[src/rtl/pixel_sequencer.sv]
`default_nettype none
// ============================================================================
//  Module      : pixel_sequencer
//  Description : Loadable instruction store that issues one 46-bit ALU
//                instruction per clock for the current pixel, walks the
//                raster (x, y, frame) and flags completed pixels.
//  Revision    : 1.0 - initial release
// ============================================================================
module pixel_sequencer #(
    parameter int PROG_DEPTH = 16,
    parameter int PROG_AW    = 4,
    parameter int WIDTH      = 640,
    parameter int HEIGHT     = 480
) (
    input  logic               clk,
    input  logic               reset_n,
    input  logic               prog_we,
    input  logic [PROG_AW-1:0] prog_addr,
    input  logic [45:0]        prog_data,
    input  logic [PROG_AW:0]   prog_length,
    input  logic               run,
    input  logic               hold,
    output logic [45:0]        instruction,
    output logic [31:0]        x_coord,
    output logic [31:0]        y_coord,
    output logic [31:0]        f_number,
    output logic               pixel_valid,
    output logic               frame_first,
    output logic               busy
);

    typedef enum logic [1:0] {
        ST_IDLE = 2'd0,
        ST_RUN  = 2'd1,
        ST_HOLD = 2'd2
    } state_t;

    // dest=4 is a register the ALU discards, so this word has no effect.
    localparam logic [45:0] c_nop    = {3'b100, 43'd0};
    localparam logic [31:0] c_x_last = 32'(WIDTH - 1);
    localparam logic [31:0] c_y_last = 32'(HEIGHT - 1);

    logic [45:0]        mem [PROG_DEPTH];

    state_t             state_q, state_d;
    logic [PROG_AW-1:0] pc_q, pc_d;
    logic [PROG_AW:0]   len_q, len_d;
    logic [31:0]        x_q, x_d;
    logic [31:0]        y_q, y_d;
    logic [31:0]        f_q, f_d;
    logic               pixel_valid_q, pixel_valid_d;
    logic               frame_first_q, frame_first_d;
    logic               last_instr;

    // Instruction store: writable only while idle so a running program is never disturbed.
    always_ff @(posedge clk) begin
        if (prog_we && (state_q == ST_IDLE)) begin
            mem[prog_addr] <= prog_data;
        end
    end

    assign last_instr = ({1'b0, pc_q} == (len_q - 1'b1));

    // Next-state logic: program counter, raster walk and completion flags.
    always_comb begin
        state_d       = state_q;
        pc_d          = pc_q;
        len_d         = len_q;
        x_d           = x_q;
        y_d           = y_q;
        f_d           = f_q;
        pixel_valid_d = 1'b0;
        frame_first_d = 1'b0;

        case (state_q)
            ST_IDLE: begin
                if (run && (prog_length != '0)) begin
                    len_d   = prog_length;
                    pc_d    = '0;
                    state_d = hold ? ST_HOLD : ST_RUN;
                end
            end
            ST_RUN: begin
                if (last_instr) begin
                    pc_d          = '0;
                    pixel_valid_d = 1'b1;
                    frame_first_d = (x_q == 32'd0) && (y_q == 32'd0);
                    if (x_q == c_x_last) begin
                        x_d = '0;
                        if (y_q == c_y_last) begin
                            y_d = '0;
                            f_d = f_q + 32'd1;
                        end else begin
                            y_d = y_q + 32'd1;
                        end
                    end else begin
                        x_d = x_q + 32'd1;
                    end
                    // Run and hold only matter once the pixel in flight is finished.
                    if (!run) begin
                        state_d = ST_IDLE;
                    end else if (hold) begin
                        state_d = ST_HOLD;
                    end
                end else begin
                    pc_d = pc_q + 1'b1;
                end
            end
            ST_HOLD: begin
                pc_d = '0;
                if (!run) begin
                    state_d = ST_IDLE;
                end else if (!hold) begin
                    state_d = ST_RUN;
                end
            end
            default: begin
                state_d = ST_IDLE;
            end
        endcase
    end

    // State registers; reset aborts any pixel in flight without flagging it.
    always_ff @(posedge clk or negedge reset_n) begin
        if (!reset_n) begin
            state_q       <= ST_IDLE;
            pc_q          <= '0;
            len_q         <= '0;
            x_q           <= '0;
            y_q           <= '0;
            f_q           <= '0;
            pixel_valid_q <= 1'b0;
            frame_first_q <= 1'b0;
        end else begin
            state_q       <= state_d;
            pc_q          <= pc_d;
            len_q         <= len_d;
            x_q           <= x_d;
            y_q           <= y_d;
            f_q           <= f_d;
            pixel_valid_q <= pixel_valid_d;
            frame_first_q <= frame_first_d;
        end
    end

    assign instruction = (state_q == ST_RUN) ? mem[pc_q] : c_nop;
    assign x_coord     = x_q;
    assign y_coord     = y_q;
    assign f_number    = f_q;
    assign pixel_valid = pixel_valid_q;
    assign frame_first = frame_first_q;
    assign busy        = (state_q != ST_IDLE);

endmodule
`default_nettype wire

[config.mk]
export PLATFORM = sky130hd
export DESIGN_NAME = pixel_sequencer
export DESIGN_NICKNAME = d
export VERILOG_FILES = /design/src/rtl/pixel_sequencer.sv
export SDC_FILE = /design/constraint.sdc
export NUM_CORES = 1
export LEC_CHECK = 0
export ABC_CLOCK_PERIOD_IN_PS = 6100
export CORE_AREA = 2 2 276 278
export DETAILED_ROUTE_END_ITERATION = 8
export DIE_AREA = 0 0 278 280
export PLACE_DENSITY = 0.69
export SLEW_MARGIN = 25
export SYNTH_ARGS = -nofsm -noshare
export SYNTH_HDL_FRONTEND = slang
export SYNTH_SLANG_ARGS = --single-unit
export TNS_END_PERCENT = 10
[constraint.sdc]
create_clock -name clk -period 6.1 [get_ports clk]
set_input_delay 0.61 -clock clk [delete_from_list [all_inputs] [get_ports clk]]
set_output_delay 0.61 -clock clk [all_outputs]
set_load 0.02 [all_outputs]
==> summary.txt <==
Cells and area
  • Total area of multi-input combinational cells: 0.00835 mm²
  • Post-route cell area: 0.0397 mm²
  • Number of fill cells: 5743
  • Sequential cell area in the final layout: between 0.02 and 0.025 mm²
  • Final nets: between 1500 and 2000
  • Area Overhead vs Synth: 18.8%
  • Share of post-route cells with drive strength above 1: 22.4%
  • Post-layout utilization of the core: about 53%

CTS
  • Number of instances resized during post-cts repair: 0
  • Number of hold buffers added after cts: 1
  • CTS H-tree lvls: 3
  • CTS tree: yes
  • Number of buffers on the longest clock path: 3
  • Post-CTS setup-driven buffer insertion count: 0
  • Root buffer selected by CTS: sky130_fd_sc_hd__clkbuf_16
  • Worst-skew pair later-pin latency: 630 ps
  • Clk pin slew, worst setup/hold paths: 60 ps
  • Number of buffers inserted during clock tree synthesis: 87
  • Clock sink total: 845

STA
  • Highest Clock Rate: 221 MHz
  • Tightest slew margin relative to the limit: a little under 30%
  • Clock tree skew after final layout: 15.4 ps
  • Final period util: 74.0%
  • Hold slack final: about 450 ps
  • Fin. Hold Viols: 0
  • Final max-slew violation count: 0
  • Number of setup violations in the final report: 0
  • Slew at the pin closest to its max-slew limit: 1050 ps
  • Smallest setup slack after layout: 1580 ps
  • RSZ-0062 raised after global routing: false
  • Shortest clock period the worst path allows after layout: around 4500 ps
  • Summed negative setup slack over all endpoints: 0 ps

Routing
  • Initial detailed-routing violation count: approximately 1900
  • Vias/cell: 5.82
  • Remaining number of nets flagged by the antenna check after routing: 0
  • Total routed wirelength: 76300 µm
  • Total via count after detailed routing: 17100
  • Count of unresolved DRC violations after routing: 0
  • 1st-pass router iterations: 5
  • Detailed-route wire length per cell: 25.9 µm

Global routing
  • Total GRT Usage: between 10% and 20%
  • Initial antenna violation count: 7
  • Overflow left after global routing: 0
  • Vias in the first global route: 17800
  • Global-route wire length before repair: approximately 110000 µm
  • Pin count of the biggest net entering global routing: 80

Worst setup path
  • Worst Setup Path Type: flop to output pin
  • Register-to-Register Setup Slack: 2340 ps
  • Critical path capture point type: output pin
  • FF-to-FF Start: pc_q[1]
  • Reg-to-reg critical path endpoint: y_coord[17]
  • Largest fanout on the critical path: 49
  • Arrival time of data at the critical path endpoint: 3910 ps
  • Element type at the critical path start: flop
  • Data required time of the worst path: roughly 5500 ps
  • Number of cells traversed by the worst register-to-register path: 8

Synth
  • Synthesized net count: 1705
  • Dominant register cell in the synthesized netlist: sky130_fd_sc_hd__edfxtp_1
  • Cell area after technology mapping: around 0.033 mm²
  • Cell taking the most area after synthesis: sky130_fd_sc_hd__edfxtp_1
  • Synth warnings: 0
  • Count of unique library cells instantiated by Yosys: 54
  • Share of Yosys cell area claimed by the top area cell type: 66.1%
  • Dominant cells by area after synthesis: sky130_fd_sc_hd__edfxtp_1, sky130_fd_sc_hd__mux4_2, sky130_fd_sc_hd__dfrtp_1
  • Proportion of register bits with asynchronous set or reset after synthesis: 12.9%
  • Sequential-to-total area share from yosys stat: 74.3%
  • Mapped Avg Cell Area: 20.4 µm²
  • Number of flip-flops and latches in the synthesized netlist: 845
  • Post-Synthesis Cells: ~1600
  • Post-synth EDFFs: between 700 and 800

Die
  • Chip Height: between 200 and 300 µm
  • Number of standard-cell rows in the floorplan: 101
  • Die area: 0.0778 mm²
  • Width of the chip: 278 µm
  • IO Pins: a little over 200
  • Placeable core area: around 0.075 mm²
  • Initial core utilization: 44.5%

Run status
  • Run status: finished, final reports clean

Placement
  • Post-placement cell area: 0.0369 mm²
  • Pre-CTS setup slack: 2170 ps
  • Last weighted congestion value of the routability-driven placer: roughly 0.9
  • Estimated wirelength of the detail-placed design: 42600 µm
  • Count of input and output buffers: 204

Pwr
  • Worst IR Drop VDD: 0.316 mV
  • Leak Pwr: around 13 nW
  • Power density over the cells: 394 mW/mm²

Run
  • Number of max-cap violations: 0

Hold path
  • Worst hold path type: input pin to asynchronous set/reset pin
[kinds of logic (layout without fill, tap and decap cells)]
group | count (synthesis) | after routing | share of synthesized area [%]
flip-flops | 845 | 845 | 74.3
AND/OR/NAND/NOR | 339 | 339 | 5.69
multiplexers | 240 | 240 | 15.8
buffers and inverters | 88 | 413 | 1.12
XOR/XNOR | 83 | 83 | 2.17
AO/OA/AOI/OAI | 36 | 36 | 0.677
adder cells (fa/ha/maj) | 7 | 7 | 0.262
other | 0 | 1 | 0
[state kept, by name, indices dropped and copies added (netlist names)]
register	count
pixel_valid	1
frame_first	1
pc_q	4
y_coord	32
len_q	5
mem	736
f_number	32
x_coord	32
state_q	2
[critical path, stage by stage (launching register included)]
cell and delay (ps):
sky130_fd_sc_hd__dfrtp_4 920, sky130_fd_sc_hd__buf_12 430, sky130_fd_sc_hd__mux4_2 580, sky130_fd_sc_hd__mux4_2 510, sky130_fd_sc_hd__and2_1 180, sky130_fd_sc_hd__clkdlybuf4s50_1 570
[Yosys cell counts, drive strengths merged (35+ instances only)]
master  number
xnor2       35
buf         36
nor2        46
nand4       40
xor2        48
edfxtp     736
nand2       53
dfrtp      109
mux4       230
clkbuf      40
nor3        38
and2        51
[where the power goes]
group / internal [mW] / switching [mW]
clock network: 3.02 / 2.17
logic: 2.04 / 1.73
registers: 6.40 / 0.272
[metrics by stage]
stage	power [mW]	std cells
6_report	15.6	2942
5_1_grt	16.2	2942
4_1_cts	15.8	2940
3_5_place_dp	10.6	2780
3_3_place_gp	10.6	2778
2_1_floorplan	9.27	1638
[per-layer routing]
layer / up-vias / track usage [%] / part of all wire [%]
met5: - / 0 / 0.088
li1: 7228 / - / -
met1: 9112 / 26.9 / 41
met4: 10 / 5.34 / 2.0
met2: 665 / 32.5 / 49
met3: 120 / 4.41 / 7.9
[layout by cell type (no fill, tap or decap), types with 5 or more instances in the layout]
| cell | instances |
|---|---|
| sky130_fd_sc_hd__clkinv_1 | 21 |
| sky130_fd_sc_hd__o21ai_0 | 20 |
| sky130_fd_sc_hd__xnor2_1 | 35 |
| sky130_fd_sc_hd__clkbuf_16 | 89 |
| sky130_fd_sc_hd__nor2_1 | 34 |
| sky130_fd_sc_hd__mux2_2 | 9 |
| sky130_fd_sc_hd__dfrtp_1 | 105 |
| sky130_fd_sc_hd__nor2_4 | 12 |
| sky130_fd_sc_hd__mux4_2 | 230 |
| sky130_fd_sc_hd__clkdlybuf4s50_1 | 203 |
| sky130_fd_sc_hd__nor4_1 | 22 |
| sky130_fd_sc_hd__nand3_1 | 31 |
| sky130_fd_sc_hd__nor3_1 | 34 |
| sky130_fd_sc_hd__nand2b_1 | 5 |
| sky130_fd_sc_hd__buf_4 | 30 |
| sky130_fd_sc_hd__clkbuf_1 | 14 |
| sky130_fd_sc_hd__xor2_1 | 48 |
| sky130_fd_sc_hd__clkinv_2 | 16 |
| sky130_fd_sc_hd__and2_1 | 51 |
| sky130_fd_sc_hd__and3_1 | 22 |
| sky130_fd_sc_hd__edfxtp_1 | 736 |
| sky130_fd_sc_hd__bufinv_16 | 8 |
| sky130_fd_sc_hd__and4_1 | 5 |
| sky130_fd_sc_hd__nand2_1 | 49 |
| sky130_fd_sc_hd__inv_1 | 11 |
| sky130_fd_sc_hd__nand4_1 | 38 |
| sky130_fd_sc_hd__ha_1 | 7 |
[cell type report]
class	count	share of cell area, %
sequential	845	62.6
multi-input combinational	705	21.0
timing repair buffer	242	6.15
clock buffer	103	5.74
tap	978	3.08
clock inverter	56	1.33
inverter	12	0.113
antenna	1	0.00630
[worst max-delay path by stage]
| stage | start | endpoint | slack, ps |
|---|---|---|---|
| after CTS | pc_q[0] | instruction[8] | 1480 |
| after global routing | pc_q[0] | instruction[25] | 1370 |
| after detailed placement | pc_q[0] | instruction[7] | 2170 |
| after global placement | pc_q[0] | instruction[22] | 2160 |
| after floorplan | state_q[1] | mem[0][0] | 1350 |
| final | pc_q[0] | instruction[9] | 1580 |
Power figures use the tool's default switching activity.
